## src/rtl/bpsk_demodulator.sv

```systemverilog
// bpsk_demodulator: correlates received BPSK samples against a reference sine,
// decides one bit per symbol and packs the bits MSB first into data words.
module bpsk_demodulator #(
  parameter int SAMPLE_NUMBER = 256,
  parameter int SAMPLE_WIDTH  = 12,
  parameter int DATA_WIDTH    = 12
) (
  input  logic                             clk,
  input  logic                             arstn,
  input  logic                             en,
  input  logic signed [SAMPLE_WIDTH-1:0]   signal_in,
  input  logic signed [SAMPLE_WIDTH-1:0]   sin_in,
  output logic [$clog2(SAMPLE_NUMBER)-1:0] cnt_out,
  output logic                             bit_out,
  output logic                             bit_valid,
  output logic [DATA_WIDTH-1:0]            data_out,
  output logic                             data_valid
);
  localparam int CW = $clog2(SAMPLE_NUMBER);
  localparam int PW = 2 * SAMPLE_WIDTH;
  localparam int AW = PW + CW;
  localparam int BW = DATA_WIDTH > 1 ? $clog2(DATA_WIDTH) : 1;
  logic signed [PW-1:0] product;
  logic signed [AW-1:0] acc, sum;
  logic [BW-1:0] bit_cnt;
  logic [DATA_WIDTH-1:0] shift, word;
  logic last, dec;
  always_comb begin
    product = PW'(signal_in) * PW'(sin_in);
    // sample 0 starts a fresh correlation, dropping the previous symbol
    sum = (cnt_out == '0 ? '0 : acc) + AW'(product);
    last = cnt_out == CW'(SAMPLE_NUMBER - 1);
    dec = ~sum[AW-1];
    word = (shift << 1) | DATA_WIDTH'(dec);
  end
  always_ff @(posedge clk or negedge arstn) begin
    if (!arstn) begin
      cnt_out    <= '0;
      acc        <= '0;
      bit_cnt    <= '0;
      shift      <= '0;
      bit_out    <= 1'b0;
      bit_valid  <= 1'b0;
      data_out   <= '0;
      data_valid <= 1'b0;
    end else begin
      bit_valid  <= 1'b0;
      data_valid <= 1'b0;
      if (en) begin
        cnt_out <= cnt_out + 1'b1;
        acc     <= sum;
        if (last) begin
          bit_out   <= dec;
          bit_valid <= 1'b1;
          shift     <= word;
          if (bit_cnt == BW'(DATA_WIDTH - 1)) begin
            bit_cnt    <= '0;
            data_out   <= word;
            data_valid <= 1'b1;
          end else begin
            bit_cnt <= bit_cnt + 1'b1;
          end
        end
      end
    end
  end
endmodule

```

## config.mk

```make
export PLATFORM = sky130hd
export DESIGN_NAME = bpsk_demodulator
export DESIGN_NICKNAME = d
export VERILOG_FILES = /design/src/rtl/bpsk_demodulator.sv
export SDC_FILE = /design/constraint.sdc
export NUM_CORES = 1
export LEC_CHECK = 0
export CAP_MARGIN = 15
export CORE_AREA = 2 2 167 153
export CTS_CLUSTER_DIAMETER = 80
export DETAILED_ROUTE_END_ITERATION = 8
export DIE_AREA = 0 0 169 155
export HOLD_SLACK_MARGIN = 0.15
export SYNTH_ARGS = -nofsm -noshare
export SYNTH_HDL_FRONTEND = slang
export SYNTH_SLANG_ARGS = --single-unit
```

## constraint.sdc

```tcl
create_clock -name clk -period 7.3 [get_ports clk]
set_input_delay 1.095 -clock clk [delete_from_list [all_inputs] [get_ports clk]]
set_output_delay 1.095 -clock clk [all_outputs]
set_load 0.005 [all_outputs]
```

Word-level counts from Yosys, hierarchy flattened
Cells that the tools add are included.
{ "word_totals": {"out_inout_bits": 23, "wordCells": 26, "reg_bits": 70} }
{ "classes": {"mul": 1, "eq_ne": 2, "n_reduce_logical": 3, "n_bitwise": 2, "add_sub_neg": 3, "n_mux": 7} }
{ "op_table": {"columns": ["operator", "count"], "rows": [
  ["$add A32 B32 Y32", 1],
  ["$mux W32", 1],
  ["$mul A12 B12 Y24", 1],
  ["$or A12 B1 Y12", 1],
  ["$add A8 B1 Y8 const B", 1],
  ["$eq A8 B8 Y1 const B", 1],
  ["$logic_not A8 Y1", 1],
  ["$mux W1", 5],
  ["$add A4 B1 Y4 const B", 1],
  ["$eq A4 B4 Y1 const B", 1],
  ["$mux W4", 1],
  ["$reduce_and A3 Y1", 1],
  ["$reduce_and A2 Y1", 1],
  ["$not A1 Y1", 1]
]} }

Depth between registers and ports, before layout
{ "logic_depth": {"ltp_word": 5, "mapped_depth": 35, "mapped_depth_nobuf": 34} }

Least setup slack after synthesis
Ideal clock, no wire load.
{ "synth_path": {"path_type": "input port to flip-flop", "from": "in signal_in[4]", "to": "reg acc[30]", "n_path_buf": 1, "t_required_ns": 7.175, "path_stages": 30, "setup_slack_ns": -0.747, "arrival_time_ns": 7.922, "cell_sequence": "clkbuf_1 nand2_1 fa_1 inv_1 fa_1 fa_1 fa_1 inv_1 fa_1 inv_1 ha_1 a2111oi_4 o21ai_2 a32oi_2 or2b_1 a21oi_1 o21bai_1 a21oi_1 xnor2_1 ha_1 inv_1 nor2_1 o21ai_0 o21ai_0 o41ai_1 o21bai_1 a21o_1 a31oi_1 xnor2_1 mux2_2"} }
{ "synth_via": {"elab_chain_len": 2} }
{ "synth_lines": {"columns": ["item", "line_no", "text"], "rows": [
  ["start, declared", "11", "input logic signed [SAMPLE_WIDTH-1:0] signal_in,"],
  ["$mul A12 B12 Y24", "29", "product = PW'(signal_in) * PW'(sin_in);"],
  ["$add A32 B32 Y32", "31", "sum = (cnt_out == '0 ? '0 : acc) + AW'(product);"],
  ["end signal, assigned", "51", "acc <= sum;"],
  ["end, declared", "24", "logic signed [AW-1:0] acc, sum;"]
]} }
No other way between the ends.
A chain may end at the register's enable or synchronous reset.

Final worst setup path
{ "layout_path": {"from": "in signal_in[8]", "to": "reg data_out[0]"} }
{ "layout_via": {"elab_chain_len": 4} }
{ "layout_lines": {"columns": ["item", "line_no", "text"], "rows": [
  ["$mul A12 B12 Y24", "29", null],
  ["$add A32 B32 Y32", "31", null],
  ["$not A1 Y1", "33", "dec = ~sum[AW-1];"],
  ["$or A12 B1 Y12", "34", "word = (shift << 1) | DATA_WIDTH'(dec);"],
  ["end signal, assigned", "58", "data_out <= word;"],
  ["end, declared", "16", "output logic [DATA_WIDTH-1:0] data_out,"]
]} }
No other way between the ends.

==> key figures <==
Finish
  – Area of the multi-input gates: 7690 sq um
  – Sequential Area: 1730 sq um
  – Layout cell share with drive strength beyond 1: 0.285
  – Area Overhead vs Synth: 30.7%
  – # diodes: 0
  – Post-layout nets: 1548
  – Fillers: approximately 2.3k

Synthesis
  – Dominant cell type by area after synthesis: fa_1
  – Sequential fraction of the synthesis area: 0.174
  – Number of synthesized flops with an enable pin: 0
  – Net Count, Synth: about 1.3k
  – Synth area leaders: fa_1 28%, dfrtp_1 17%, ha_1 11%
  – Post-Synthesis Cell Area: 9900 sq um
  – FF+latch count, synth: 69
  – Mapped Cells: 1068
  – Post-synth top area share: 0.281
  – Ys async rst share: 1.00
  – Ys Warns: 0
  – Most used DFF post-synth: dfrtp_1
  – Yosys cell types: 66
  – Syn Area/Cell: just over 9 sq um

Detailed routing
  – Via Count: 7875
  – Via/cell ratio: 4.87
  – Routed wire per std cell: approximately 14 microns
  – Number of remaining DRC errors: 0
  – Final WL: 22200 microns
  – DR pass1 iterations: 4
  – Antenna Nets Post-Route: 0
  – DRT iter0 DRCs: roughly 310

CTS
  – Root buffer cell: clkbuf_16
  – Clk buf depth: 2
  – CTS tree: done
  – CTS sink count: 69
  – CTS buffer count: 9
  – Worst skew pair latency: 0.34 ns
  – # H-tree levels: 3
  – Clock slew at reported path FFs: 0.07 ns

STA
  – Max Slew Vio Count: 0
  – Fin Setup TNS: -2.43 ns
  – RSZ-0062 raised after global routing: yes
  – Fin crit share: 1.05
  – F_max: 130 MHz
  – Endpoints failing setup: 10
  – Setup ws final: -0.369 ns
  – Worst Tran Pin Value: 1.13 ns
  – Clock Skews: 0.0107 ns
  – Final min period: 7.67 ns
  – Rel. slew slack: 0.246
  – Final hold viol count: 0

Floorplan
  – Die Y: 155 microns
  – FP Rows: 55
  – Starting Density: 0.402
  – Core area: 24600 sq um
  – I/O pin count: 50
  – Die Width: 169 microns
  – Die ar.: 26200 sq um

Worst setup path
  – Critical path type: input pin to flop
  – Slowest stage delay, CP: 0.56 ns
  – Cells on worst reg2reg path: 20
  – Worst reg2reg setup slack: 2.74 ns
  – CP startpoint kind: input pin
  – Reg2reg end: acc[30]
  – CP Capture Type: flop
  – Worst EP required: ~7.5 ns
  – Crit. path cell count: 31
  – Worst Path Arrival: 7.89 ns
  – Crit Reg-Reg Startpoint: cnt_out[1]
  – CP delay by family, top: adder cells
  – Crit path from: signal_in[8]
  – CP Max Fanout: 5
  – Worst path slowest cell: fa_2
  – Bufs and invs on worst path: 6
  – CP Capture Point: data_out[0]

GRT
  – First-pass GRT wire length: 39400 microns
  – Largest net degree at the start of global routing: 70
  – Number of global-route vias before repair: around 8.5k
  – Total GRT Usage: 0.182
  – Initial antenna violation count: 0
  – GRT overflow: 0

Run status
  – Outcome: finished, violations left
  – Failing checks: negative setup slack

Placement
  – Hpwl dp: about 17000 microns
  – Port bufs: just under 50
  – Gp weighted congestion: roughly 0.8

Flow run
  – Maxcap violations: 0

Min path
  – Hold Crit Class: flop to flop
==> cells in the mapped netlist, types with 2 or more instances <==
library cell,number
dfrtp_1,69
o21a_1,6
fa_1,139
nand2_1,150
ha_1,84
xnor3_1,2
o21bai_1,8
mux2i_1,3
nand3b_1,3
buf_1,2
a21o_1,19
nand2b_1,7
o21ai_1,11
inv_1,183
o22ai_1,2
or2_2,2
xnor2_1,41
nor3_1,8
or3_1,3
xor2_1,19
nor2_1,32
a31oi_1,4
nand3_1,3
a211o_1,3
nand4_1,6
clkbuf_1,32
mux2_2,29
and4_1,2
nor2b_1,2
and3_1,6
mux2_1,8
o221ai_1,2
o21ai_0,21
a211oi_1,4
and2_1,74
a21oi_1,49
==> worst min path at each step <==
| stage | depth (start not counted) | slack, ns | endpoint | startpoint |
|---|---|---|---|---|
| finish | 1 | 0.48 | data_out[10] | data_out[10] |
| global route | 1 | 0.50 | data_out[10] | data_out[10] |
| CTS | 1 | 0.49 | data_out[7] | data_out[7] |
| detailed placement | 2 | 0.47 | shift[10] | shift[10] |
| global placement | 2 | 0.46 | shift[10] | shift[10] |
| floorplan | 2 | 0.43 | shift[10] | shift[10] |
==> flip-flops by register name (all words and copies together), names as in the netlist <==
signal / cells
bit_valid: 1
acc: 32
shift: 11
data_valid: 1
cnt_out: 8
bit_cnt: 4
data_out: 12
==> metal layers <==
| layer | share of wire | up-vias | global-route usage |
|---|---|---|---|
| met2 | 0.50 | 71 | 0.324 |
| met4 | 0.0089 | 0 | 0.0256 |
| met5 | 0 | - | 0 |
| met3 | 0.027 | 17 | 0.0247 |
| li1 | - | 3834 | - |
| met1 | 0.46 | 3953 | 0.244 |
==> cell families after synthesis <==
logic type,after synthesis,share of synthesized area
simple gates,304,0.147
fa+ha+maj,224,0.388
buf+inv,221,0.0844
compound gates,145,0.0966
flops,69,0.174
xor+xnor,65,0.0637
mux,40,0.0451
==> final cells by class <==
| cell class | count | share of cell area |
|---|---|---|
| well taps | 313 | 0.0303 |
| clock inverters | 7 | 0.00503 |
| repair buffers | 256 | 0.166 |
| clock buffers | 9 | 0.0174 |
| multi-input cells | 778 | 0.595 |
| flip-flops and latches | 69 | 0.133 |
| inverters | 184 | 0.0535 |
==> cell usage in the layout (no fill, tap or decap), types with 5 or more instances in the layout <==
| cell type | n |
|---|---|
| and3_1 | 5 |
| a21oi_1 | 40 |
| inv_2 | 12 |
| fa_2 | 10 |
| o21a_1 | 6 |
| o21bai_1 | 7 |
| nor2_1 | 29 |
| nand2b_1 | 5 |
| clkbuf_2 | 7 |
| clkdlybuf4s15_2 | 5 |
| ha_1 | 77 |
| buf_4 | 179 |
| xor2_1 | 19 |
| nand4_1 | 6 |
| o21ai_1 | 10 |
| mux2_4 | 6 |
| o21ai_2 | 6 |
| nand2_2 | 8 |
| buf_12 | 5 |
| and2_4 | 6 |
| ha_4 | 6 |
| buf_6 | 21 |
| buf_2 | 11 |
| fa_1 | 129 |
| mux2_2 | 23 |
| a21o_1 | 19 |
| clkbuf_16 | 11 |
| nand2_1 | 140 |
| and2_1 | 68 |
| xnor2_1 | 38 |
| a21oi_2 | 9 |
| o21ai_0 | 16 |
| inv_1 | 171 |
| mux2_1 | 8 |
| clkdlybuf4s50_1 | 23 |
| nor3_1 | 8 |
| dfrtp_1 | 69 |
==> metrics by stage <==
step | instance area, sq um | instances | utilization | setup slack, ns | hold slack, ns
floorplan | 10200 | 1068 | - | -0.142 | 0.433
global placement | 12100 | 1563 | 0.491 | -0.973 | 0.456
detailed placement | 12100 | 1563 | 0.491 | -1.04 | 0.472
CTS | 12800 | 1616 | 0.520 | -0.348 | 0.489
global route | 12900 | 1616 | 0.525 | -0.649 | 0.500
finish | 12900 | 1616 | 0.525 | -0.369 | 0.484
==> repair_timing <==
item                       in CTS  in global routing
setup buffers                  39                  2
hold buffers                    0                  0
setup endpoints to repair      16                 16
pin swaps                      51                 34
cloned                          2                  2
gates resized for setup       114                 62
Power is not shown: default switching activity piles up to over one toggle a cycle in this logic, so the estimate is an artifact.
